--- src/rtl/pico_wb_master_pkg.sv ---
// Shared definitions for the picorv32-to-Wishbone bridge: FSM states and bus constants.
package wb_pkg;

  typedef enum logic [1:0] {
    StIdle,
    StReq,
    StDone
  } wb_state_e;

  localparam logic [3:0]  WB_SEL_ALL          = 4'hF;
  localparam logic [31:0] WB_ERR_DATA_DEFAULT = 32'hDEAD_BEEF;
  localparam int unsigned WB_TMO_W            = 16;

endpackage

--- src/rtl/pico_wb_master_if.sv ---
// Bundles the CPU native memory bus and the Wishbone classic master signals.
interface pico_wb_master_if;

  logic        mem_valid;
  logic [31:0] mem_addr;
  logic [31:0] mem_wdata;
  logic [3:0]  mem_wstrb;
  logic        mem_hit;
  logic        mem_ready_o;
  logic [31:0] mem_rdata_o;

  logic [31:0] wbm_adr_o;
  logic [31:0] wbm_dat_o;
  logic        wbm_we_o;
  logic [3:0]  wbm_sel_o;
  logic        wbm_stb_o;
  logic        wbm_cyc_o;
  logic [31:0] wbm_dat_i;
  logic        wbm_ack_i;
  logic        wbm_err_i;

  // Bridge side.
  modport master (
    input  mem_valid, mem_addr, mem_wdata, mem_wstrb,
    input  wbm_dat_i, wbm_ack_i, wbm_err_i,
    output mem_hit, mem_ready_o, mem_rdata_o,
    output wbm_adr_o, wbm_dat_o, wbm_we_o, wbm_sel_o, wbm_stb_o, wbm_cyc_o
  );

  // CPU and fabric side.
  modport slave (
    output mem_valid, mem_addr, mem_wdata, mem_wstrb,
    output wbm_dat_i, wbm_ack_i, wbm_err_i,
    input  mem_hit, mem_ready_o, mem_rdata_o,
    input  wbm_adr_o, wbm_dat_o, wbm_we_o, wbm_sel_o, wbm_stb_o, wbm_cyc_o
  );

endinterface

--- src/rtl/pico_wb_master_timeout_ctr.sv ---
// Bus watchdog: counts REQ cycles and flags the last allowed cycle. TIMEOUT_CYCLES=0 disables it.
module wb_timeout_ctr
  import wb_pkg::*;
#(
  parameter int unsigned TIMEOUT_CYCLES = 255
) (
  input  logic clock_main,
  input  logic rst_n,
  input  logic clr,
  input  logic en,
  output logic expire
);

  localparam logic [WB_TMO_W-1:0] Limit   = WB_TMO_W'(TIMEOUT_CYCLES - 1);
  localparam bit                  Enabled = (TIMEOUT_CYCLES != 0);

  logic [WB_TMO_W-1:0] cnt_q, cnt_d;

  // Clear on request start, otherwise count while enabled.
  always_comb begin
    cnt_d = cnt_q;
    if (clr) begin
      cnt_d = '0;
    end else if (en) begin
      cnt_d = cnt_q + WB_TMO_W'(1);
    end
  end

  // Counter register with synchronous reset.
  always_ff @(posedge clock_main) begin
    if (!rst_n) begin
      cnt_q <= '0;
    end else begin
      cnt_q <= cnt_d;
    end
  end

  assign expire = Enabled && en && (cnt_q == Limit);

endmodule

--- src/rtl/pico_wb_master.sv ---
// Bridge from the picorv32 native memory bus to one Wishbone classic master port,
// with address window decode, error termination, watchdog and error capture.
module pico_wb_master
  import wb_pkg::*;
#(
  parameter logic [31:0] BASE_ADDR      = 32'h0300_0000,
  parameter logic [31:0] ADDR_MASK      = 32'hFF00_0000,
  parameter int unsigned TIMEOUT_CYCLES = 255,
  parameter logic [31:0] ERR_DATA       = WB_ERR_DATA_DEFAULT
) (
  input  logic                    clock_main,
  input  logic                    rst_n,
  pico_wb_master_if.master        bus,
  input  logic                    err_clr,
  output logic                    err_sticky,
  output logic                    err_timeout,
  output logic [31:0]             err_addr,
  output logic                    err_irq
);

  wb_state_e   state_q, state_d;
  logic [31:0] adr_q, adr_d;
  logic [31:0] dat_q, dat_d;
  logic        we_q, we_d;
  logic [3:0]  sel_q, sel_d;
  logic [31:0] rdata_q, rdata_d;

  logic        sticky_q, sticky_d;
  logic        timeout_q, timeout_d;
  logic [31:0] eaddr_q, eaddr_d;
  logic        irq_q, irq_d;

  logic hit;
  logic tmo_clr;
  logic tmo_expire;
  logic log_err;
  logic log_tmo;

  assign hit = bus.mem_valid && ((bus.mem_addr & ADDR_MASK) == BASE_ADDR);

  wb_timeout_ctr #(
    .TIMEOUT_CYCLES(TIMEOUT_CYCLES)
  ) u_timeout (
    .clock_main(clock_main),
    .rst_n     (rst_n),
    .clr       (tmo_clr),
    .en        (state_q == StReq),
    .expire    (tmo_expire)
  );

  // Request FSM: latch on hit, wait for err/ack/watchdog, then one ready cycle.
  always_comb begin
    state_d = state_q;
    adr_d   = adr_q;
    dat_d   = dat_q;
    we_d    = we_q;
    sel_d   = sel_q;
    rdata_d = rdata_q;
    tmo_clr = 1'b0;
    log_err = 1'b0;
    log_tmo = 1'b0;
    unique case (state_q)
      StIdle: begin
        if (hit) begin
          state_d = StReq;
          adr_d   = bus.mem_addr;
          dat_d   = bus.mem_wdata;
          we_d    = |bus.mem_wstrb;
          sel_d   = (|bus.mem_wstrb) ? bus.mem_wstrb : WB_SEL_ALL;
          tmo_clr = 1'b1;
        end
      end
      StReq: begin
        // err beats ack; the watchdog only fires when the slave stayed silent.
        if (bus.wbm_err_i) begin
          rdata_d = ERR_DATA;
          log_err = 1'b1;
          we_d    = 1'b0;
          state_d = StDone;
        end else if (bus.wbm_ack_i) begin
          rdata_d = we_q ? '0 : bus.wbm_dat_i;
          we_d    = 1'b0;
          state_d = StDone;
        end else if (tmo_expire) begin
          rdata_d = ERR_DATA;
          log_tmo = 1'b1;
          we_d    = 1'b0;
          state_d = StDone;
        end
      end
      StDone: begin
        state_d = StIdle;
      end
      default: begin
        state_d = StIdle;
      end
    endcase
  end

  // Error capture: a new error always sets sticky; capture only the first since clear.
  always_comb begin
    irq_d     = log_err || log_tmo;
    sticky_d  = sticky_q;
    timeout_d = timeout_q;
    eaddr_d   = eaddr_q;
    if (log_err || log_tmo) begin
      sticky_d = 1'b1;
      if (!sticky_q || err_clr) begin
        timeout_d = log_tmo;
        eaddr_d   = adr_q;
      end
    end else if (err_clr) begin
      sticky_d = 1'b0;
    end
  end

  // State and capture registers with synchronous reset.
  always_ff @(posedge clock_main) begin
    if (!rst_n) begin
      state_q   <= StIdle;
      adr_q     <= '0;
      dat_q     <= '0;
      we_q      <= 1'b0;
      sel_q     <= '0;
      rdata_q   <= '0;
      sticky_q  <= 1'b0;
      timeout_q <= 1'b0;
      eaddr_q   <= '0;
      irq_q     <= 1'b0;
    end else begin
      state_q   <= state_d;
      adr_q     <= adr_d;
      dat_q     <= dat_d;
      we_q      <= we_d;
      sel_q     <= sel_d;
      rdata_q   <= rdata_d;
      sticky_q  <= sticky_d;
      timeout_q <= timeout_d;
      eaddr_q   <= eaddr_d;
      irq_q     <= irq_d;
    end
  end

  assign bus.mem_hit     = hit;
  assign bus.mem_ready_o = (state_q == StDone);
  assign bus.mem_rdata_o = (state_q == StDone) ? rdata_q : '0;
  assign bus.wbm_adr_o   = adr_q;
  assign bus.wbm_dat_o   = dat_q;
  assign bus.wbm_we_o    = we_q;
  assign bus.wbm_sel_o   = sel_q;
  assign bus.wbm_stb_o   = (state_q == StReq);
  assign bus.wbm_cyc_o   = (state_q == StReq);

  assign err_sticky  = sticky_q;
  assign err_timeout = timeout_q;
  assign err_addr    = eaddr_q;
  assign err_irq     = irq_q;

endmodule
--- src/flat_wrapper.sv ---
// flat-port wrapper written by rule: the top's interface ports become plain ports
module pico_wb_master_flat import wb_pkg::*;
#(
  parameter logic [31:0] BASE_ADDR      = 32'h0300_0000,
  parameter logic [31:0] ADDR_MASK      = 32'hFF00_0000,
  parameter int unsigned TIMEOUT_CYCLES = 255,
  parameter logic [31:0] ERR_DATA       = WB_ERR_DATA_DEFAULT
)
  (clock_main, rst_n, err_clr, err_sticky, err_timeout, err_addr, err_irq, bus_mem_valid, bus_mem_addr, bus_mem_wdata, bus_mem_wstrb, bus_wbm_dat_i, bus_wbm_ack_i, bus_wbm_err_i, bus_mem_hit, bus_mem_ready_o, bus_mem_rdata_o, bus_wbm_adr_o, bus_wbm_dat_o, bus_wbm_we_o, bus_wbm_sel_o, bus_wbm_stb_o, bus_wbm_cyc_o);
  pico_wb_master_if bus_i ();
  input  logic clock_main;
  input  logic rst_n;
  input  logic err_clr;
  output logic err_sticky;
  output logic err_timeout;
  output logic [31:0] err_addr;
  output logic err_irq;
  input wire logic [$bits(bus_i.mem_valid)-1:0] bus_mem_valid;
  input wire logic [$bits(bus_i.mem_addr)-1:0] bus_mem_addr;
  input wire logic [$bits(bus_i.mem_wdata)-1:0] bus_mem_wdata;
  input wire logic [$bits(bus_i.mem_wstrb)-1:0] bus_mem_wstrb;
  input wire logic [$bits(bus_i.wbm_dat_i)-1:0] bus_wbm_dat_i;
  input wire logic [$bits(bus_i.wbm_ack_i)-1:0] bus_wbm_ack_i;
  input wire logic [$bits(bus_i.wbm_err_i)-1:0] bus_wbm_err_i;
  output wire logic [$bits(bus_i.mem_hit)-1:0] bus_mem_hit;
  output wire logic [$bits(bus_i.mem_ready_o)-1:0] bus_mem_ready_o;
  output wire logic [$bits(bus_i.mem_rdata_o)-1:0] bus_mem_rdata_o;
  output wire logic [$bits(bus_i.wbm_adr_o)-1:0] bus_wbm_adr_o;
  output wire logic [$bits(bus_i.wbm_dat_o)-1:0] bus_wbm_dat_o;
  output wire logic [$bits(bus_i.wbm_we_o)-1:0] bus_wbm_we_o;
  output wire logic [$bits(bus_i.wbm_sel_o)-1:0] bus_wbm_sel_o;
  output wire logic [$bits(bus_i.wbm_stb_o)-1:0] bus_wbm_stb_o;
  output wire logic [$bits(bus_i.wbm_cyc_o)-1:0] bus_wbm_cyc_o;
  assign bus_i.mem_valid = bus_mem_valid;
  assign bus_i.mem_addr = bus_mem_addr;
  assign bus_i.mem_wdata = bus_mem_wdata;
  assign bus_i.mem_wstrb = bus_mem_wstrb;
  assign bus_i.wbm_dat_i = bus_wbm_dat_i;
  assign bus_i.wbm_ack_i = bus_wbm_ack_i;
  assign bus_i.wbm_err_i = bus_wbm_err_i;
  assign bus_mem_hit = bus_i.mem_hit;
  assign bus_mem_ready_o = bus_i.mem_ready_o;
  assign bus_mem_rdata_o = bus_i.mem_rdata_o;
  assign bus_wbm_adr_o = bus_i.wbm_adr_o;
  assign bus_wbm_dat_o = bus_i.wbm_dat_o;
  assign bus_wbm_we_o = bus_i.wbm_we_o;
  assign bus_wbm_sel_o = bus_i.wbm_sel_o;
  assign bus_wbm_stb_o = bus_i.wbm_stb_o;
  assign bus_wbm_cyc_o = bus_i.wbm_cyc_o;
  pico_wb_master #(.BASE_ADDR(BASE_ADDR), .ADDR_MASK(ADDR_MASK), .TIMEOUT_CYCLES(TIMEOUT_CYCLES), .ERR_DATA(ERR_DATA)) u_core (.clock_main(clock_main), .rst_n(rst_n), .bus(bus_i), .err_clr(err_clr), .err_sticky(err_sticky), .err_timeout(err_timeout), .err_addr(err_addr), .err_irq(err_irq));
endmodule
--- config.mk ---
export PLATFORM = sky130hd
export DESIGN_NAME = pico_wb_master_flat
export DESIGN_NICKNAME = d
export VERILOG_FILES = /design/src/rtl/pico_wb_master_pkg.sv /design/src/rtl/pico_wb_master_if.sv /design/src/rtl/pico_wb_master_timeout_ctr.sv /design/src/rtl/pico_wb_master.sv /design/src/flat_wrapper.sv
export SDC_FILE = /design/constraint.sdc
export NUM_CORES = 1
export LEC_CHECK = 0
export CAP_MARGIN = 20
export CORE_AREA = 2 2 133 135
export DETAILED_ROUTE_END_ITERATION = 7
export DIE_AREA = 0 0 135 137
export PLACE_DENSITY = 0.81
export SKIP_CTS_REPAIR_TIMING = 1
export SYNTH_ARGS = -nofsm -noshare
export SYNTH_HDL_FRONTEND = slang
export SYNTH_SLANG_ARGS = --single-unit
export TNS_END_PERCENT = 50
--- constraint.sdc ---
create_clock -name clock_main -period 2.2 [get_ports clock_main]
set_clock_uncertainty 0.15 [all_clocks]
set_input_delay 0.33 -clock clock_main [delete_from_list [all_inputs] [get_ports clock_main]]
set_output_delay 0.33 -clock clock_main [all_outputs]
set_load 0.01 [all_outputs]
==> metrics.cfg, run 1 <==
[cts]
root_buffer = clkbuf_16
cts_tree = done
clkSinkCount = 154
h-tree-depth = 4
cts_buffer_depth = 2
clkLatencyLatePin_ns = 0.42
numCtsBuffers = 17
clk_pin_slew_worst_paths_ns = 0.06

[global_route]
grt_max_degree = 53
grt_first_pass_wirelength_um = 31300
grt_overflow = 0
antenna_found_initial = 0
grt_pass1_vias = 6184
grt.total_usage = 0.210

[floorplanning]
core-area_um2 = 17100
start_util = 0.396
rows = 48
boundaryPins = 246
fp.dieH_um = 137
die_w_um = 135
dieArea_um2 = 18500

[worst_setup_path]
cp-end-kind = primary output
crit_type = reg2out
worstSetupStartpointType = register
crit_required_ns = 1.72
cp_max_fo = 7
reg2reg_setup_slack_ns = 0.14
worstPathArrival_ns = 1.64

[sta]
final.setup.worst_slack_ns = 0.0752
finalCritPeriodShare = 0.966
fin_crit_ns = 2.12
setup_violations = 0
hold_violations = 0
tns_ns = 0
max-slew-margin-rel = 0.661
tightest_slew_ns = 0.504
max_freq_ghz = 0.471
final_max_slew_viol_count = 0

[logic_synthesis]
synth_top_area_share = 0.456
synth_area_um2 = 6760
yosys_register_bits = 154
synth_commonest_cells = 185 x nand2_1, 154 x dfxtp_1, 57 x clkbuf_1, 44 x nand3_1, 37 x a21boi_0
synth_seq_area_share = 0.456
synthMostInstantiatedCell = nand2_1
synth_edf_count = 0
syn_avg_cell_area_um2 = 8.54
synth_compound_area_frac = 0.235
synth_ff_type = dfxtp_1
yosys.area_share.xor_xnor = 0.0169
syn_nets = 899
synth_top_family_by_area = compound AO/OA/AOI/OAI gates
synth-simple-area-share = 0.227
yosys_warnings = 0
synthCells = 791
synthMuxAreaShare = 0.00148
synth_area_leaders = dfxtp_1 46%, nand2_1 10%, o32a_1 4.7%, o211a_1 4.4%, o311ai_0 4.1%
async_flop_share = 0
yosys.cell_types.count = 47
synth_adder_area_share = 0.00370
yosys.area.top_type = dfxtp_1

[flow_run]
cap_viol_max_count = 0

[power]
clockPowerShare = 0.481
comb_power_share = 0.054
sequentialPowerShare = 0.465
p_per_area_nw_per_um2 = 567
p_int_mw = 4.72
swShare = 0.214
p_sw_mw = 1.29
ir_worst_vdd_mv = 0.626
cellLeakagePower_nw = 4.67

[run_status]
status = complete, no violations

[route]
drt_pass1_iterations = 5
vias = 6758
avgRoutedWirePerCell_um = 16.7
ant_nets = 0
routed_via_density = 5.32
wl_um = 21200
drc = 0
drt-initial-drc-count = 339

[cells_and_area]
final_nets = 1142
fin_area_um2 = 10600
diodes = 0
fillers = 1427
drive_gt1_frac = 0.0928
area_growth_pct = 56.7

[placement]
port_buffers = 245
place_ws_ns = -0.558
place_hpwl_um = 13400
placed_cell_area_um2 = 9630
place.gp.congestion = 0.804

[hold_path]
hold_path_class = in2reg

[final cells by class]
class / instances / area (um2) / area share
clock buffer: 19 / 453 / 0.0428
tap: 225 / 282 / 0.0266
sequential: 154 / 3090 / 0.291
timing repair buffer: 293 / 3190 / 0.302
inverter: 28 / 109 / 0.0103
clock inverter: 11 / 123 / 0.0116
multi-input combinational: 540 / 3340 / 0.316
[metal layers]
layer / vias to the layer above / part of all wire / GRT usage
met1: 3192 / 0.43 / 0.258
met5: - / 0 / 0
li1: 3292 / - / -
met3: 36 / 0.071 / 0.0585
met2: 238 / 0.47 / 0.349
met4: 0 / 0.026 / 0.0833
[power by group through the flow]
stage               clock (mW)  combinational, mW  sequential (mW)
floorplan                    0             0.0842             2.85
global placement             0              0.317             2.85
detailed placement           0              0.317             2.85
CTS                       2.93              0.320             2.79
global route              3.05              0.347             2.79
finish                    2.89              0.323             2.79
[placed cells by master (no fill, tap or decap), types with 20 or more instances in the layout]
cell type	instances
a21boi_1	20
inv_1	27
clkbuf_16	25
o311ai_0	32
o21ai_0	24
nand3_1	44
clkdlybuf4s50_1	206
nor2_1	20
and2_1	35
buf_4	27
dfxtp_1	152
o32a_1	32
nand2_1	184
a21boi_0	36
dlymetal6s2s_1	38
o211a_1	30
[flip-flops by register name (all words and copies together) (netlist names)]
signal                  cells
u_core.bus.wbm_adr_o       32
u_core.bus.wbm_dat_o       32
u_core.bus.wbm_sel_o        4
u_core.bus.wbm_we_o         1
u_core.err_addr            32
u_core.err_irq              1
u_core.err_sticky           1
u_core.err_timeout          1
u_core.rdata_q             32
u_core.state_q              2
u_core.u_timeout.cnt_q     16
[critical path, stage by stage, from the launching register on]
cell and delay, ns:
dfxtp_2 0.33, nand2b_1 0.18, clkinvlp_4 0.15, clkdlybuf4s50_1 0.56
[per-stage QoR]
step | utilization | hold slack [ns] | power, mW | std cells
global route | 0.621 | 0.156 | 6.19 | 1270
global placement | 0.565 | 0.287 | 3.17 | 1226
CTS | 0.599 | 0.138 | 6.05 | 1256
detailed placement | 0.565 | 0.293 | 3.17 | 1226
finish | 0.621 | 0.144 | 6.00 | 1270
floorplan | - | 0.306 | 2.94 | 791
[kinds of logic (layout without fill, tap and decap cells)]
family	count (synthesis)	in the layout
multiplexers	1	1
AO/OA/AOI/OAI	192	192
XOR/XNOR	13	13
flip-flops	154	154
adder cells (fa/ha/maj)	2	2
buffers and inverters	98	351
AND/OR/NAND/NOR	331	332
[path summary, 6_finish.rpt]
path / startpoint / end / cells past startpoint
worst min-delay path: rst_n / u_core.rdata_q[26]$_SDFFE_PN0P_ / 2
worst min register to register: u_core.bus.wbm_dat_o[15]$_SDFFE_PN0P_ / u_core.bus.wbm_dat_o[15]$_SDFFE_PN0P_ / 2
worst max register to register: u_core.state_q[1]$_SDFFE_PN0P_ / u_core.bus.wbm_adr_o[14]$_SDFFE_PN0P_ / 5
worst max-delay path: u_core.state_q[1]$_SDFFE_PN0P_ / bus_wbm_cyc_o / 3
Power figures use the tool's default switching activity.
==> inputs of run 2 (changes only) <==
Settings changed: CORE_AREA 2 2 133 135 to 2 2 140 129, DIE_AREA 0 0 135 137 to 0 0 142 131.
==> run 2 against run 1 <==
  * The flow now finishes with violations (negative setup slack)
  * Fmax shrank 4.2%
  * Final cell count is 0.16% higher
  * Clock power is 7.3% higher
  * Global-route usage decreased by 0.43 points
  * Critical endpoint is now bus_mem_hit
==> metrics.cfg, run 2 (synthesized netlist as in run 1, its figures left out) <==
[power]
p_per_area_nw_per_um2 = 586  ; +3.3%
ir_worst_vdd_mv = 0.519  ; -17%
cellLeakagePower_nw = 4.62  ; -1.2%
total_power_mw = 6.21  ; +3.5%

[route]
avgRoutedWirePerCell_um = 16.5  ; -1.1%
drc = 0  ; unchanged
drt-initial-drc-count = 441  ; +30%
drt_pass1_iterations = 5  ; unchanged
routed_via_density = 5.31  ; -0.26%
ant_nets = 0  ; unchanged
wl_um = 21000  ; -0.94%
vias = 6751  ; -0.10%

[worst_setup_path]
reg2reg_setup_slack_ns = 0.13  ; about the same
crit_required_ns = 1.72  ; about the same
crit_type = in2out
worstPathArrival_ns = 1.74  ; +0.10 ns
cp_max_fo = 2  ; -5
cp-end-kind = primary output
worstSetupStartpointType = input pin
r2r-end = u_core.bus.wbm_adr_o[26]$_SDFFE_PN0P_
setup.worst_path.start = bus_mem_addr[28]
r2r_cells = 4  ; -1
crit_path_end = bus_mem_hit
r2r-start = u_core.state_q[1]$_SDFFE_PN0P_

[floorplanning]
boundaryPins = 246  ; unchanged
rows = 46  ; -4.2%
fp.dieH_um = 131  ; -4.4%
die_w_um = 142  ; +5.2%
start_util = 0.393  ; -0.00351
core-area_um2 = 17200  ; +0.89%
dieArea_um2 = 18600  ; +0.58%

[cts]
clkSinkCount = 154  ; unchanged
cts_buffer_depth = 2  ; unchanged
clkLatencyLatePin_ns = 0.42  ; about the same
clk_pin_slew_worst_paths_ns = 0.07  ; about the same
root_buffer = clkbuf_16
numCtsBuffers = 17  ; unchanged
cts_tree = done
h-tree-depth = 4  ; unchanged

[cells_and_area]
regArea_um2 = 3090  ; unchanged
final_cell_mix = 207 x clkdlybuf4s50_1, 184 x nand2_1, 152 x dfxtp_1, 43 x nand3_1, 36 x buf_4
final_common_cell = clkdlybuf4s50_1
diodes = 0  ; unchanged
fillers = 1447  ; +1.4%
multi_input_area_um2 = 3340  ; about the same
area_growth_pct = 57.1
final_nets = 1151  ; +0.79%
drive_gt1_frac = 0.106  ; +0.0132

[global_route]
met2_usage = 0.349  ; about the same
grt_pass1_vias = 6001  ; -3.0%
use_met1 = 0.253  ; -0.00479
gr-usage-met3 = 0.0565  ; -0.00203
grt.total_usage = 0.205  ; -0.00426
grt_max_degree = 59  ; +11%
grt_overflow = 0  ; unchanged
grt-busiest-layer = met2
grt_first_pass_wirelength_um = 30600  ; -2.2%
antenna_found_initial = 0  ; unchanged

[sta]
final_max_slew_viol_count = 0  ; unchanged
final.setup.worst_slack_ns = -0.0184  ; -0.0936 ns
max-slew-margin-rel = 0.732  ; +0.0716
fin_crit_ns = 2.22  ; +0.0936 ns
setup_violations = 1  ; +1
max_freq_ghz = 0.451  ; -4.2%
finalCritPeriodShare = 1.01  ; +0.0425
rsz0062_at_grt = yes
tightest_slew_ns = 0.398  ; -0.106 ns
hold_violations = 0  ; unchanged

[placement]
place.gp.congestion = 0.851  ; +5.9%
place_hpwl_um = 13200  ; -1.7%
port_buffers = 245  ; unchanged
place_ws_ns = -0.554  ; +0.00392 ns

[hold_path]
hp-start = rst_n
hold_path_class = in2reg

[run_status]
status = complete, but fails checks
failed_checks = negative setup slack

[flow_run]
cap_viol_max_count = 0  ; unchanged

==> run 2: area by class of cell <==
type | count | area share
timing repair buffer | 302 | 0.300
tap | 216 | 0.0255
multi-input combinational | 540 | 0.315
inverter | 28 | 0.0103
sequential | 154 | 0.291
clock buffer | 21 | 0.0424
clock inverter | 11 | 0.0159
==> run 2: metrics by stage <==
stage | instance area (um2) | hold WS, ns | utilization | setup TNS (ns) | cells
6_report | 10600 | 0.116 | 0.617 | -0.0184 | 1272
5_1_grt | 10600 | 0.108 | 0.617 | -0.204 | 1272
4_1_cts | 10300 | 0.102 | 0.597 | -8.73 | 1252
3_5_place_dp | 9660 | 0.292 | 0.561 | -36.02 | 1220
3_3_place_gp | 9660 | 0.286 | 0.561 | -35.34 | 1220
2_1_floorplan | 6770 | 0.306 | - | 0 | 791
==> run 2: worst min-delay path by stage <==
stage	endpoint	depth (start not counted)
after detailed placement	u_core.bus.wbm_dat_o[5]$_SDFFE_PN0P_	2
after global placement	u_core.bus.wbm_dat_o[5]$_SDFFE_PN0P_	2
after global routing	u_core.rdata_q[28]$_SDFFE_PN0P_	2
after floorplan	u_core.rdata_q[14]$_SDFFE_PN0P_	1
final	u_core.rdata_q[30]$_SDFFE_PN0P_	2
after CTS	u_core.rdata_q[30]$_SDFFE_PN0P_	2
==> run 2: worst max-delay path: stages <==
cell and delay [ns]:
clkdlybuf4s50_1 0.40, or4_4 0.49, nor4_2 0.31, dlymetal6s2s_1 0.21
==> run 2: routing by layer <==
layer  vias to the layer above  wire length, um
met1                      3187             9060
met5                         -                0
met3                        26             1380
li1                       3298                -
met2                       240            10100
met4                         0              415
==> run 2: report_power, final <==
part	switching [mW]	internal [mW]	leakage [nW]	total [mW]
sequential	0.00161	2.79	1.24	2.79
combinational	0.112	0.211	3.08	0.324
clock	1.17	1.93	0.301	3.10
